===== config.mk =====
export PLATFORM = sky130hd
export DESIGN_NAME = tinydec_feeder
export DESIGN_NICKNAME = d
export VERILOG_FILES = /design/src/rtl/tinydec_feeder.sv
export SDC_FILE = /design/constraint.sdc
export NUM_CORES = 1
export LEC_CHECK = 0
export ABC_CLOCK_PERIOD_IN_PS = 3300
export CORE_ASPECT_RATIO = 0.7
export CORE_UTILIZATION = 40
export DETAILED_ROUTE_END_ITERATION = 12
export PLACE_DENSITY_LB_ADDON = 0.3
export SYNTH_ARGS = -nofsm -noshare
export SYNTH_HDL_FRONTEND = slang
export SYNTH_SLANG_ARGS = --single-unit

===== constraint.sdc =====
create_clock -name clk -period 3.3 [get_ports clk]
set_clock_uncertainty 0.1 [all_clocks]
set_input_delay 0.495 -clock clk [delete_from_list [all_inputs] [get_ports clk]]
set_output_delay 0.495 -clock clk [all_outputs]
set_load 0.05 [all_outputs]

===== src/rtl/tinydec_feeder.sv =====
// tinydec_feeder: byte packer and word FIFO driving the TEA decoder req/ack handshake.
// Optional dec_ack watchdog enabled by defining TINYDEC_FEEDER_TIMEOUT_EN.
module tinydec_feeder #(
    parameter int DEPTH   = 4,
    parameter int TIMEOUT = 512
) (
    input  logic        clk,
    input  logic        rstb,
    input  logic        flush,
    input  logic [7:0]  s_data,
    input  logic        s_valid,
    output logic        s_ready,
    output logic        dec_req,
    output logic [31:0] dec_wdata,
    input  logic        dec_ack,
    input  logic [31:0] dec_rdata,
    output logic [31:0] m_data,
    output logic        m_valid,
    input  logic        m_ready,
    output logic [4:0]  level,
    output logic        err
);
    localparam int AW = (DEPTH > 1) ? $clog2(DEPTH) : 1;
    localparam logic [4:0] FULL = 5'(DEPTH);

    typedef enum logic [2:0] {
        S_IDLE, S_REQ, S_WLO, S_WHI, S_OUT
    } state_t;

    state_t        r_state;
    logic [1:0]    r_bcnt;
    logic [23:0]   r_pack;
    logic [31:0]   r_mem [DEPTH];
    logic [AW-1:0] r_wptr;
    logic [AW-1:0] r_rptr;
    logic [4:0]    r_level;
    logic          r_dec_req;
    logic [31:0]   r_dec_wdata;
    logic [31:0]   r_m_data;
    logic          r_m_valid;

    logic w_accept;
    logic w_push;
    logic w_pop;
    logic w_tmo;

    // s_ready depends only on state, never on s_valid
    assign s_ready  = rstb && ((r_bcnt != 2'd3) || (r_level != FULL));
    assign w_accept = s_valid && s_ready;
    assign w_push   = w_accept && (r_bcnt == 2'd3) && !flush;
    assign w_pop    = (r_state == S_IDLE) && (r_level != 5'd0) && dec_ack;

    assign dec_req   = r_dec_req;
    assign dec_wdata = r_dec_wdata;
    assign m_data    = r_m_data;
    assign m_valid   = r_m_valid;
    assign level     = r_level;

    always_ff @(posedge clk) begin
        if (!rstb) begin
            r_bcnt  <= 2'd0;
            r_pack  <= 24'd0;
            r_wptr  <= '0;
            r_rptr  <= '0;
            r_level <= 5'd0;
        end else if (flush) begin
            r_bcnt  <= 2'd0;
            r_wptr  <= '0;
            r_rptr  <= '0;
            r_level <= 5'd0;
        end else begin
            if (w_accept) begin
                unique case (r_bcnt)
                    2'd0:    r_pack[23:16] <= s_data;
                    2'd1:    r_pack[15:8]  <= s_data;
                    2'd2:    r_pack[7:0]   <= s_data;
                    default: ;
                endcase
                r_bcnt <= r_bcnt + 2'd1;
            end
            if (w_push) r_wptr <= r_wptr + AW'(1);
            if (w_pop)  r_rptr <= r_rptr + AW'(1);
            unique case ({w_push, w_pop})
                2'b10:   r_level <= r_level + 5'd1;
                2'b01:   r_level <= r_level - 5'd1;
                default: ;
            endcase
        end
    end

    always_ff @(posedge clk) begin
        if (w_push) r_mem[r_wptr] <= {r_pack, s_data};
    end

    // a flush never cancels the block already handed to the decoder
    always_ff @(posedge clk) begin
        if (!rstb) begin
            r_state     <= S_IDLE;
            r_dec_req   <= 1'b0;
            r_dec_wdata <= 32'd0;
            r_m_data    <= 32'd0;
            r_m_valid   <= 1'b0;
        end else begin
            unique case (r_state)
                S_IDLE: begin
                    if (w_pop) begin
                        r_dec_wdata <= r_mem[r_rptr];
                        r_dec_req   <= 1'b1;
                        r_state     <= S_REQ;
                    end
                end
                S_REQ: begin
                    r_dec_req <= 1'b0;
                    r_state   <= S_WLO;
                end
                S_WLO: begin
                    if (!dec_ack)   r_state <= S_WHI;
                    else if (w_tmo) r_state <= S_IDLE;
                end
                S_WHI: begin
                    if (dec_ack) begin
                        r_m_data  <= dec_rdata;
                        r_m_valid <= 1'b1;
                        r_state   <= S_OUT;
                    end else if (w_tmo) begin
                        r_state <= S_IDLE;
                    end
                end
                S_OUT: begin
                    if (m_ready) begin
                        r_m_valid <= 1'b0;
                        r_state   <= S_IDLE;
                    end
                end
                default: r_state <= S_IDLE;
            endcase
        end
    end

`ifdef TINYDEC_FEEDER_TIMEOUT_EN
    localparam int TW = $clog2(TIMEOUT + 1);

    logic [TW-1:0] r_tcnt;
    logic          r_err;
    logic          w_wait;
    logic          w_adv;

    assign w_wait = (r_state == S_WLO) || (r_state == S_WHI);
    assign w_adv  = ((r_state == S_WLO) && !dec_ack) ||
                    ((r_state == S_WHI) && dec_ack);
    assign w_tmo  = w_wait && !w_adv &&
                    (r_tcnt == TW'(TIMEOUT - 1));
    assign err    = r_err;

    // counter restarts on every entry into a wait state
    always_ff @(posedge clk) begin
        if (!rstb) begin
            r_tcnt <= '0;
            r_err  <= 1'b0;
        end else begin
            if (w_wait && !w_adv && !w_tmo) r_tcnt <= r_tcnt + TW'(1);
            else                            r_tcnt <= '0;
            if (w_tmo) r_err <= 1'b1;
        end
    end
`else
    logic w_unused_timeout;

    assign w_unused_timeout = (TIMEOUT == 0);
    assign w_tmo            = 1'b0;
    assign err              = 1'b0;
`endif

endmodule

==> out/qor.txt, run 1 <==
Routed vias/inst - 5.006
Drt pass-1 iters - 7
Startpoint types - flip-flop
Syn_nets - 705
Wire length per cell - 17.19 µm
Skew-Pair Late Insertion Delay - 490 ps
Share of power burned in registers - 52.0%
Combinational power share - 2.4%
Num CTS Buffers - 23
Worst Path Required - 3620 ps
# port buffers - 117
Dominant cells by area after synthesis - edfxtp_1, dfxtp_1, mux4_2
Placer congestion estimate - 0.7540
Pwr per Cell Area - 524.6 mW/mm²
Overall die width - 180.3 µm
Post-synth top area share - 43.20%
Inserted Diodes - 0
Worst vdd rail ir drop - 0.0003163 V
TNS Setup - 0 ps
Status - complete, no violations
Core box area - 0.02173 mm²
# Post-CTS Setup Buffers - 0
Clock transition at the registers of the reported paths - 60 ps
Hold Path End - m_data[15]
Leading area contributor after synthesis - edfxtp_1
Worst-Margin Slew - 917.1 ps
Hold/Removal Path Class - reg -> reg
Synthesized cell area - 0.008897 mm²
Synth Flop Type - edfxtp_1
YS warnings - 0
First-pass GRT wire length - 29,250 µm
Clock power frac - 45.6%
DRC violation total after the first TritonRoute iteration - 266
Period utilization - 91.63%
Initial antenna violation count - 0
Internal - 4.731 mW
Number of global-route vias before repair - 5,557
Routed wire length - 18,240 µm
CTS tree - yes
Layout cells sized above 1 - 11.42%
Critical Path AT - 3340 ps
WS Path Type - reg -> reg
DP Wirelength - 11,350 µm
Worst reg2reg path depth - 11
RSZ-0062 raised after global routing - no
I/O pin count - 119
Post-route minimum period - 3024 ps
Max-slew headroom - 38.86%
Yosys reg bits - 232
Clock Path Buffers - 3
Sequential share of the synthesized area - 66.60%
DR DRC count - 0
Reg-to-reg endpoint - level[4]
Hold_buf cts - 0
Launch point of the worst reg-to-reg path - level[0]
Initial Utilization - 40.94%
Hold depth - 2
Final setup viols - 0
CTS root buf - clkbuf_16
Max-slew violations - 0
Die ar. - 0.02285 mm²
F_max - 0.3307 GHz
Leak pwr - 3.804 nW
Clk sinks - 232
Hold Startpoint - m_data[15]
Flop2flop setup slack - 280 ps
Ys async rst share - 0%
NumNets Final - 823
Synth cell types - 40
Post_cts resized - 0
Die height - 126.8 µm
Largest fanout on the critical path - 5
H-tree Lvls - 1
Overall power - 5.837 mW
Mean area per synthesized cell - 13.77 µm²
Routed vias - 5,311
Crit. End Element - flip-flop
Total grt overflow - 0
Final Hold Viols - 0
Area Growth Syn to Fin - 25.07%
NetSw - 1.106 mW
Syn Inst Count - 646
Number of synthesized flops with an enable pin - 128
Max-cap violations - 0
Largest net degree at the start of global routing - 94
Routed Antenna Nets - 0
Site Rows - 45
Switching Fraction - 18.95%
GRT Total Usage - 16.10%
## registers in the layout, summed over array words and instances, names as in the netlist
signal and count:
m_data 32, r_mem 128, dec_wdata 32, m_valid 1, level 5, r_rptr 2, r_bcnt 2, r_state 3
dec_req 1, r_pack 24, r_wptr 2
## cell type report
class                   instances  area [µm²]
inverters                      10       37.54
fillers                      1818       10610
repair buffers                134        1309
flip-flops and latches        232        5927
clock inverters                13       163.9
multi-input cells             363        2728
clock buffers                  27       610.6
well taps                     282       352.8
## cell usage after synthesis (2+ instances only)
| cell type | number |
|---|---|
| o21ai_0 | 33 |
| mux4_2 | 32 |
| nor2_1 | 15 |
| xnor2_1 | 2 |
| nor2b_1 | 29 |
| and3_1 | 2 |
| o21ai_4 | 3 |
| clkbuf_1 | 21 |
| o211ai_1 | 2 |
| nor3_1 | 2 |
| o21ai_1 | 2 |
| edfxtp_1 | 128 |
| ha_1 | 12 |
| a21oi_1 | 5 |
| mux2i_1 | 28 |
| buf_4 | 2 |
| or4_1 | 2 |
| nand3_1 | 36 |
| and4b_1 | 3 |
| buf_2 | 11 |
| and2_1 | 5 |
| dfxtp_1 | 104 |
| nand2b_1 | 4 |
| clkbuf_2 | 2 |
| xor2_1 | 3 |
| buf_6 | 5 |
| a21boi_0 | 33 |
| nand2_1 | 99 |
| inv_1 | 10 |
## worst max-delay path: stages, from the launching register on
cell,delay [ps]
dfxtp_1,360
or4_1,580
nor2_1,180
nor2_1,90
inv_1,130
ha_1,280
inv_1,110
fa_1,410
nor2b_1,190
o22ai_1,130
mux2i_1,190
mux2i_1,210
## layer usage
metal | track usage (%) | vias up | part of all wire (%)
li1 | - | 2564 | -
met4 | 3.218 | 0 | 1.6
met2 | 28.64 | 118 | 50
met1 | 20.63 | 2602 | 44
met5 | 0 | - | 0
met3 | 2.986 | 27 | 4.5
## layout by cell type, fill, tap and decap left out, drive strengths merged
cell type	count
o21ai	38
a21boi	33
xnor2	2
o311a	1
nor3	2
clkinv	7
edfxtp	128
inv	10
clkinvlp	2
nand3b	1
nor2b	29
conb	1
dfxtp	104
buf	18
nand4b	1
o21bai	1
and2	5
or4	2
mux4	32
or2	1
nand3	36
nand2	99
a21o	1
bufinv	4
xor2	3
nand2b	4
fa	1
clkbuf	27
and4b	3
clkdlybuf4s50	116
nor2	15
o22ai	1
ha	12
o2111ai	1
o211ai	3
mux2i	28
a21oi	5
and3	2
## metrics by stage
stage | cell area [µm²] | worst slack (ps) | utilization [%] | hold WS, ps | instances
2_1_floorplan | 8897 | 127.6 | - | 359.9 | 646
3_3_place_gp | 10350 | 317.1 | 47.64 | 349.9 | 1021
3_5_place_dp | 10350 | 133.2 | 47.64 | 359.5 | 1021
4_1_cts | 11130 | 276.4 | 51.20 | 369.1 | 1061
5_1_grt | 11130 | 97.70 | 51.20 | 386.6 | 1061
6_report | 11130 | 276.2 | 51.20 | 365.0 | 1061
## cell families after synthesis
kind of cell             after synthesis  synth area share, %
AO/OA/AOI/OAI                         84                6.342
XOR/XNOR                               5               0.4923
adder cells (fa/ha/maj)               13                1.912
buffers and inverters                 51                2.841
flip-flops                           232                66.60
multiplexers                          60                11.25
other                                  1              0.04215
AND/OR/NAND/NOR                      200                10.52
## worst max-delay path by stage
stage | start | end | slack, ps | cells past startpoint
4_1_cts | level[0] | level[4] | 280 | 11
6_report | level[0] | level[4] | 280 | 11
3_5_place_dp | dec_ack | level[4] | 130 | 11
2_1_floorplan | level[0] | level[4] | 130 | 12
3_3_place_gp | dec_ack | level[4] | 320 | 11
5_1_grt | level[0] | level[4] | 100 | 11
## power by group through the flow
stage	logic, mW	clock network (mW)	registers [mW]
final	0.139	2.66	3.04
after global routing	0.150	2.85	3.03
after CTS	0.141	2.74	3.04
after detailed placement	0.140	0	3.10
after global placement	0.136	0	3.10
after floorplan	0.0547	0	3.10
No activity file was read; power rests on OpenSTA's default activity.
==> run 2, diff against run 1 <==
Settings changed: CORE_UTILIZATION 40 to 50, CTS_CLUSTER_SIZE set to 24.
==> out/qor.txt, run 2 (synthesis gave the netlist of run 1 again) <==
Status - complete, no violations
Final core occ - 64.71%
TNS Setup - 0 ps
Largest fanout on the critical path - 6
Top Layer Used - met4
F_max - 0.3284 GHz
Leak pwr - 3.853 nW
H-tree Lvls - 1
WHS - 367.1 ps
Initial antenna violation count - 0
Period utilization - 92.28%
Post-Place Worst Slack - 119.5 ps
GRT Total Usage - 19.19%
Final worst slack - 254.7 ps
Routed vias/inst - 5.247
Hold/Removal Path Class - reg -> reg
DP Wirelength - 10,360 µm
WL met3 - 956 µm
Initial Utilization - 51.53%
Skew-Pair Late Insertion Delay - 490 ps
Top reg by flops - r_mem
Max-slew violations - 0
Num CTS Buffers - 22
CTS tree - yes
I/O pin count - 119
Pwr per Cell Area - 555.5 mW/mm²
Max-cap violations - 0
Worst vdd rail ir drop - 0.0003285 V
Total grt overflow - 0
First-pass GRT wire length - 27,640 µm
Routed Antenna Nets - 0
Routed vias - 5,284
# Post-CTS Setup Buffers - 0
Number of global-route vias before repair - 5,293
Final Hold Viols - 0
Startpoint types - flip-flop
Clk sinks - 232
Commonest non-fill, non-tap cell in the layout - edfxtp_1
Overall die width - 161.4 µm
Critical Path AT - 3370 ps
Core box area - 0.01727 mm²
Worst-Margin Slew - 856.3 ps
DR DRC count - 0
Internal - 5.116 mW
Clock transition at the registers of the reported paths - 60 ps
Worst Path Required - 3620 ps
Largest net degree at the start of global routing - 95
Layout cells sized above 1 - 11.86%
Placer congestion estimate - 0.8232
Post-route minimum period - 3045 ps
Crit. End Element - flip-flop
Met2 wire length - 8272 µm
Die ar. - 0.01834 mm²
# port buffers - 117
Routed wire length - 17,280 µm
DRC violation total after the first TritonRoute iteration - 411
Die height - 113.6 µm
Final Non-Filler Cells - 1,007
Clock power frac - 48.9%
RSZ-0062 raised after global routing - no
NumNets Final - 820
Placed cell count - 968
NetSw - 1.090 mW
Inserted Diodes - 0
Switching Fraction - 17.57%
Most frequent cells in the layout - edfxtp_1, clkdlybuf4s50_1, dfxtp_1, nand2_1, nand3_1
Drt pass-1 iters - 5
Area Growth Syn to Fin - 25.58%
Met1 wire length - 7810 µm
Wire length per cell - 17.16 µm
Clock Path Buffers - 3
CTS root buf - clkbuf_16
WS Path Type - reg -> reg
Share of power burned in registers - 48.9%
Max reg flops - 128
Combinational power share - 2.2%
Final setup viols - 0
Max-slew headroom - 42.91%
Site Rows - 40
run 2: cell count changes in the layout (fill, tap and decap cells not counted):
cell and delta:
clkinv_1 -3, clkinv_2 -1, clkbuf_1 -1, clkinvlp_4 -1, bufinv_16 +5, or4_1 -1, or4_4 +1, buf_4 -1
clkdlybuf4s50_1 -1
run 2: layout make-up:
cell class | count | area [µm²]
Clock buffer | 26 | 606.8
Timing Repair Buffer | 132 | 1291
Clock inverter | 13 | 290.3
Tap cell | 231 | 289.0
Sequential cell | 232 | 5927
Fill cell | 1265 | 6093
Multi-Input combinational cell | 363 | 2731
Inverter | 10 | 37.54
run 2: stage by stage:
| step | instance area (µm²) | power [mW] |
|---|---|---|
| 2_1_floorplan | 8897 | 3.153 |
| 3_3_place_gp | 10270 | 3.233 |
| 3_5_place_dp | 10270 | 3.235 |
| 4_1_cts | 11170 | 6.264 |
| 5_1_grt | 11170 | 6.376 |
| 6_report | 11170 | 6.207 |
run 2: layer usage:
layer | track usage [%] | vias to the layer above
met5 | 0 | -
met4 | 4.591 | 0
met3 | 3.273 | 21
met2 | 32.53 | 147
met1 | 26.02 | 2555
li1 | - | 2561
run 2: final timing paths:
kind              cells after the start  startpoint  slack [ps]    endpoint
setup / recovery                     11    level[0]         250    level[4]
hold / removal                        2  m_data[28]         370  m_data[28]
setup reg to reg                     11    level[0]         250    level[4]
hold reg to reg                       2  m_data[28]         370  m_data[28]
run 2: worst max-delay path, cell delays in order, from the launching register on:
cell     delay [ps]
dfxtp_1         360
or4_4           610
nor2_1          180
nor2_1          120
inv_1           140
ha_1            280
inv_1           100
fa_1            390
nor2b_1         190
o22ai_1         120
mux2i_1         190
mux2i_1         190
run 2: what timing repair did:
item,4_1_cts,5_1_grt
hold buffers,0,0
endpoints found under the setup margin,0,1
resized for setup,0,1
run 2: power groups by stage:
stage	logic [mW]	clock network [mW]	registers, mW
floorplan	0.0547	0	3.10
finish	0.137	3.03	3.04
global route	0.148	3.19	3.04
detailed placement	0.136	0	3.10
CTS	0.137	3.09	3.04
global placement	0.134	0	3.10
